--- src/rtl/mem_stage_access.sv ---
// MEM stage: drives a req/gnt/rvalid data bus from EX/MEM control and registers MEM/WB.
// Stalls the pipeline while an aligned access is outstanding; a watchdog bounds each access.
module mem_stage_access #(
  parameter int DATA_W  = 32,
  parameter int TIMEOUT = 255
) (
  input  logic              clk,
  input  logic              reset_n,
  input  logic [1:0]        WB_in,
  input  logic              we_in,
  input  logic [DATA_W-1:0] ALUResult_in,
  input  logic [DATA_W-1:0] d_in,
  input  logic [4:0]        rdAddr_in,
  output logic              dmem_req,
  output logic              dmem_we,
  output logic [DATA_W-1:0] dmem_addr,
  output logic [DATA_W-1:0] dmem_wdata,
  input  logic              dmem_gnt,
  input  logic              dmem_rvalid,
  input  logic [DATA_W-1:0] dmem_rdata,
  output logic              mem_stall,
  output logic [1:0]        WB_out_MEM_WB,
  output logic [DATA_W-1:0] ReadData_wb,
  output logic [DATA_W-1:0] ALUResult_wb,
  output logic [4:0]        rdAddr_wb,
  output logic              align_err_wb,
  output logic              bus_err_wb
);

  typedef enum logic [1:0] {IDLE, REQ, WAIT_RSP, DONE} state_t;

  localparam logic [7:0] WD_LAST = 8'(TIMEOUT - 1);

  state_t            state;
  logic [7:0]        wd_cnt;
  logic [DATA_W-1:0] rdata_q;
  logic              bus_err_q;

  logic access;
  logic aligned;
  logic misalign;
  logic wd_expire;
  logic in_done;

  assign access    = we_in | WB_in[0];
  assign aligned   = (ALUResult_in[1:0] == 2'b00);
  assign misalign  = (state == IDLE) & access & ~aligned;
  assign wd_expire = (wd_cnt == WD_LAST);
  assign in_done   = (state == DONE);

  // Gated by reset so the stall drops the instant reset is asserted.
  assign mem_stall = reset_n & (((state == IDLE) & access & aligned) |
                                (state == REQ) | (state == WAIT_RSP));

  always_ff @(posedge clk or negedge reset_n) begin
    if (!reset_n) begin
      state      <= IDLE;
      dmem_req   <= 1'b0;
      dmem_we    <= 1'b0;
      dmem_addr  <= '0;
      dmem_wdata <= '0;
      wd_cnt     <= '0;
      rdata_q    <= '0;
      bus_err_q  <= 1'b0;
    end else begin
      case (state)
        IDLE: begin
          if (access && aligned) begin
            state      <= REQ;
            dmem_req   <= 1'b1;
            dmem_we    <= we_in;
            dmem_addr  <= ALUResult_in;
            dmem_wdata <= d_in;
            wd_cnt     <= '0;
            rdata_q    <= '0;
            bus_err_q  <= 1'b0;
          end
        end
        REQ: begin
          wd_cnt <= wd_cnt + 8'd1;
          if (dmem_gnt && dmem_we) begin
            state    <= DONE;
            dmem_req <= 1'b0;
          end else if (wd_expire) begin
            state     <= DONE;
            dmem_req  <= 1'b0;
            bus_err_q <= 1'b1;
          end else if (dmem_gnt) begin
            state    <= WAIT_RSP;
            dmem_req <= 1'b0;
          end
        end
        WAIT_RSP: begin
          wd_cnt <= wd_cnt + 8'd1;
          if (dmem_rvalid) begin
            state   <= DONE;
            rdata_q <= dmem_rdata;
          end else if (wd_expire) begin
            state     <= DONE;
            bus_err_q <= 1'b1;
          end
        end
        default: state <= IDLE;
      endcase
    end
  end

  always_ff @(posedge clk or negedge reset_n) begin
    if (!reset_n) begin
      WB_out_MEM_WB <= '0;
      ReadData_wb   <= '0;
      ALUResult_wb  <= '0;
      rdAddr_wb     <= '0;
      align_err_wb  <= 1'b0;
      bus_err_wb    <= 1'b0;
    end else if (mem_stall) begin
      WB_out_MEM_WB <= '0;
      align_err_wb  <= 1'b0;
      bus_err_wb    <= 1'b0;
    end else begin
      WB_out_MEM_WB <= {WB_in[1] & ~misalign & ~(in_done & bus_err_q), WB_in[0]};
      ReadData_wb   <= in_done ? rdata_q : '0;
      ALUResult_wb  <= ALUResult_in;
      rdAddr_wb     <= rdAddr_in;
      align_err_wb  <= misalign;
      bus_err_wb    <= in_done & bus_err_q;
    end
  end

endmodule
--- config.mk ---
export PLATFORM = sky130hd
export DESIGN_NAME = mem_stage_access
export DESIGN_NICKNAME = d
export VERILOG_FILES = /design/src/rtl/mem_stage_access.sv
export SDC_FILE = /design/constraint.sdc
export NUM_CORES = 1
export LEC_CHECK = 0
export ABC_AREA = 0
export BUFFER_PORTS_ARGS = -buffer_cell sky130_fd_sc_hd__buf_2
export CAP_MARGIN = 25
export CORE_MARGIN = 1.5
export CORE_UTILIZATION = 45
export DETAILED_ROUTE_END_ITERATION = 10
export GPL_ROUTABILITY_DRIVEN = 0
export HOLD_SLACK_MARGIN = 0.03
export MAX_ROUTING_LAYER = met4
export PLACE_DENSITY = 0.73
export SLEW_MARGIN = 40
export SYNTH_ARGS = -nofsm -noshare
export SYNTH_HDL_FRONTEND = slang
export SYNTH_SLANG_ARGS = --single-unit
--- constraint.sdc ---
create_clock -name clk -period 3.4 [get_ports clk]
set_input_delay 0.68 -clock clk [delete_from_list [all_inputs] [get_ports clk]]
set_output_delay 0.68 -clock clk [all_outputs]
set_load 0.01 [all_outputs]
# After elaboration in Yosys (flattened, before gate mapping)
# Cells that the tools add are included.
[classes]
bitwise = 13
eq_ne = 10
add_sub_neg = 1
n_mux = 26
n_reduce_logical = 15
[op_table]
columns = ["operator", "n"]
rows = [
  ["32-bit 2-to-1 mux", 3],
  ["32-bit one-hot mux with 2 select lines", 1],
  ["8-bit one-hot mux with 2 select lines", 1],
  ["2-bit 2-to-1 mux", 7],
  ["1-bit 2-to-1 mux", 10],
  ["3-bit AND reduction", 3],
  ["8-bit by 1-bit adder with 8-bit output, second input constant", 1],
  ["8-bit == test, second input constant", 1],
  ["8-bit 2-to-1 mux", 1],
  ["1-bit bitwise AND", 7],
  ["2-bit != test, second input constant", 3],
  ["2-bit one-hot mux with 3 select lines", 1],
  ["2-bit nonzero test", 3],
  ["2-bit == test, second input constant", 2],
  ["2-bit zero test", 2],
  ["4-bit by 3-bit != test with 1-bit output, second input constant", 1],
  ["2-bit AND reduction", 2],
  ["4-bit AND reduction", 1],
  ["3-bit != test, second input constant", 1],
  ["1-bit inverter", 3],
  ["1-bit bitwise OR", 3],
  ["1-bit one-hot mux with 3 select lines", 1],
  ["3-bit nonzero test", 1],
  ["2-bit by 1-bit == test with 1-bit output, second input constant", 1],
  ["other kinds (4)", 5],
]
[word_totals]
inputBits = 108
output_inout_bits = 140
wordCells = 79
regBits = 182

# Logic depth before layout (Yosys ltp)
[depth]
word_depth = 7
mapped_depth = 8
ltp_nobuf = 7

# Worst setup path after synthesis
# No wires, ideal clock.
[synth_path]
path_type = "flip-flop to output port"
startpoint = "register state[0]"
endpoint = "output mem_stall"
path_buffers = 2
arrival_time_ps = 1532
required_time_ps = 2720
setup_slack_ps = 1188
stages_incl_launch_ff = 7
cell_sequence = "dfrtp_1 > inv_1 > ha_1 > clkbuf_1 > o31ai_4 > inv_2 > buf_2"
[synth_via]
elab_chain_len = 6
word_cells_on_any_way = 8
cone_classes = "eq/ne: 2; bitwise: 5; reduce/logical: 1"
[synth_lines]
columns = ["item", "line", "source"]
rows = [
  ["from (decl)", "34", "state_t state;"],
  ["from (signal assigned)", "57", "state <= IDLE;"],
  ["from (signal assigned)", "69", "state <= REQ;"],
  ["from (signal assigned)", "82", "state <= DONE;"],
  ["2-bit zero test", "52", "assign mem_stall = reset_n & (((state == IDLE) & access & aligned) |"],
  ["1-bit bitwise AND (2 in series)", "52", ""],
  ["1-bit bitwise OR", "52", ""],
  ["1-bit bitwise OR (*)", "53", "(state == REQ) | (state == WAIT_RSP));"],
  ["1-bit bitwise AND (*)", "52", ""],
  ["to (decl)", "21", "output logic mem_stall,"],
]
# Mark *: on every way between the ends. The rest lies on a longest branch, timed or not.

# Final worst setup path
# Ends and elaborated chain as after synthesis.

==> metrics.md <==
| Metric | Value |
|---|---|
| CP Capture Type | primary output |
| Routed wire length | 16800 um |
| Core Region | 16100 um^2 |
| Post-synth EDFFs | 0 |
| Worst Path Buf+Inv | 3 |
| Worst path top cell family by delay | flip-flops |
| Slew headroom | 0.465 |
| Antenna-violating nets left | 0 |
| PwrDens | 873 nW/um^2 |
| Unique masters post-synth | 35 |
| Setup crit start | state[0]$_DFFE_PN0P_ |
| Flops & latches, synth | 182 |
| CTS max path bufs | 2 |
| Worst r2r src | state[0]$_DFFE_PN0P_ |
| Remaining global-route overflow | 0 |
| R2R depth | 8 |
| # setup viols final | 0 |
| Detailed placer's ending HPWL | 11400 um |
| Crit Path Class | reg -> out |
| GR Util All Layers | 0.205 |
| WL/cell | 15.8 um |
| CP Cell Sequence | inv_1 -> ha_1 -> o21ai_1 -> nor3_4 -> o31ai_4 -> inv_2 -> buf_2 |
| Synth Instances | 596 |
| Actual slew at the worst max-slew pin | 803 ps |
| Clock Sinks | 182 |
| Initial antenna violation count | 0 |
| Flop-to-flop setup slack | 1030 ps |
| Most frequent cells in the layout | 246 x buf_2, 182 x dfrtp_1, 70 x nand2_1, 66 x mux2_2, 41 x o21ai_0 |
| Most used DFF post-synth | dfrtp_1 |
| Max Slew Vio Count | 0 |
| Post-CTS setup buffer count | 0 |
| I/O pin total | 248 |
| Setup TNS | 0 ps |
| Die height | 132 um |
| Final #Nets | 949 |
| Syn_nets | 711 |
| Max-cap viol count | 0 |
| Hold Buf Count CTS | 0 |
| Hold Vio Cnt, Final | 0 |
| Most common cell after layout, fill and taps aside | buf_2 |
| Final Skew | 10.3 ps |
| Tmin final | 2620 ps |
| Fillcell total | 1319 |
| Met3 Track Usage GR | 0.0424 |
| Clk slew on worst S/H paths | 70 ps |
| Finished Layout Cells | 1063 |
| Share of cells above drive strength 1 | 0.424 |
| Largest net degree at the start of global routing | 162 |
| Met2 GRT Util | 0.323 |
| # diodes | 0 |
| P&R area growth vs syn | 28.1% |
| Post_cts resized | 0 |
| Seq/Total Area, Yosys | 0.611 |
| Htree depth | 4 |
| Cell Area, Synth | 7450 um^2 |
| Via density | 5.07 |
| Worst Path Required | 2720 ps |
| Ys async rst share | 1.00 |
| Yosys top cell area share | 0.611 |
| Reg2Reg Capture Point | ALUResult_wb[16]$_DFFE_PN0N_ |
| GR peak layer | met2 |
| CTS buffer count | 17 |
| Worst EP arrival | 1940 ps |
| Tcrit/Tclk final | 0.770 |
| Drt drc | 0 |
| Worst-Skew Late Latency | 420 ps |
| Die Width | 132 um |
| Via count | 5392 |
| Slowest cell on the critical path | dfrtp_1 |
| Synth warn | 0 |
| Max IR drop VDD | 0.000479 V |
| Crit start category | flop |
| CTS tree | done |
| Hold Slack | 104 ps |
| Root Driver | clkbuf_16 |
| Max FO, Critical Path | 5 |
| Place WS | 914 ps |
| Row count | 46 |
| Drt first pass iters | 4 |
| Synth area leader | dfrtp_1 |
| Number of DRC markers in iteration 0 | 349 |
| Input/output buffers | 247 |
| Met1 usage | 0.263 |
| Synthesized area per cell | 12.5 um^2 |
| Slowest cell delay on critical path | 420 ps |
| RSZ-0062 raised after global routing | false |
| Synth top area cells | dfrtp_1 61%, mux2_2 10%, mux2_1 5.4%, mux2i_1 4.6%, nand2_1 3.5% |
| Leak | 4.85 nW |
| Vias in the first global route | 5484 |
| Die area | 17300 um^2 |
| Placed cell count | 1030 |
| Maximum clock rate | 382 MHz |
| Initial core utilization | 0.464 |
| Setup ws final | 781 ps |
| First-pass GRT wire length | 27700 um |
| Status | finished, final reports clean |
| Hold WC Path Type | in -> async |
[metal layers]
| layer | share of wire | routed length [um] |
|---|---|---|
| met5 | 0 | 0 |
| met4 | 0.025 | 424 |
| met3 | 0.046 | 764 |
| met2 | 0.48 | 8000 |
| met1 | 0.45 | 7580 |
[sequential cells by signal (all words and copies together) (netlist names)]
| signal | cells |
|---|---|
| ALUResult_wb | 32 |
| ReadData_wb | 32 |
| WB_out_MEM_WB | 2 |
| align_err_wb | 1 |
| bus_err_q | 1 |
| bus_err_wb | 1 |
| dmem_addr | 32 |
| dmem_req | 1 |
| dmem_wdata | 32 |
| dmem_we | 1 |
| rdAddr_wb | 5 |
| rdata_q | 32 |
| state | 2 |
| wd_cnt | 8 |
[power breakdown]
group	internal (W)	switching, W	total [W]
Clock	0.00116	0.000831	0.00199
Sequential	0.00295	0.000417	0.00337
Combinational	0.00130	0.00167	0.00297
[worst max path at each step]
stage	cells past startpoint	slack, ps	end
final	7	780	mem_stall
after global routing	7	640	mem_stall
after CTS	7	740	mem_stall
after detailed placement	6	910	wd_cnt[3]$_DFFE_PN0P_
after global placement	6	970	dmem_wdata[20]$_DFFE_PN0P_
after floorplan	6	1190	mem_stall
[cells in the mapped netlist, types with 2 or more instances]
cell,count
a21o_1,2
a21oi_1,2
and2_1,2
buf_2,12
clkbuf_1,26
dfrtp_1,182
ha_1,7
inv_1,37
mux2_1,36
mux2_2,66
mux2i_1,34
nand2_1,70
nand2b_1,5
nand3_1,7
nand3b_1,2
nand4_1,33
nor2_1,7
nor2b_1,3
o21ai_0,41
o311ai_0,3
o31ai_1,5
[through the flow]
stage	util	cell area (um^2)	power (W)
2_1_floorplan	-	7450	0.00518
3_5_place_dp	0.555	8910	0.00640
4_1_cts	0.593	9520	0.00842
6_report	0.594	9540	0.00833
5_1_grt	0.594	9540	0.00886
3_3_place_gp	0.555	8910	0.00631
[cell families after synthesis]
logic type,count (synthesis),synth area share
AO/OA/AOI/OAI,62,0.0507
buffers and inverters,76,0.0403
flip-flops,182,0.611
multiplexers,136,0.200
AND/OR/NAND/NOR,133,0.0863
adder cells (fa/ha/maj),7,0.0118
[final cells by class]
type | count | area (um^2) | share of cell area
sequential | 182 | 4550 | 0.477
multi-input combinational | 338 | 2620 | 0.275
timing repair buffer | 257 | 1350 | 0.142
clock buffer | 18 | 429 | 0.0450
tap | 216 | 270 | 0.0283
clock inverter | 14 | 171 | 0.0180
inverter | 38 | 143 | 0.0149
Power figures use the tool's default switching activity.
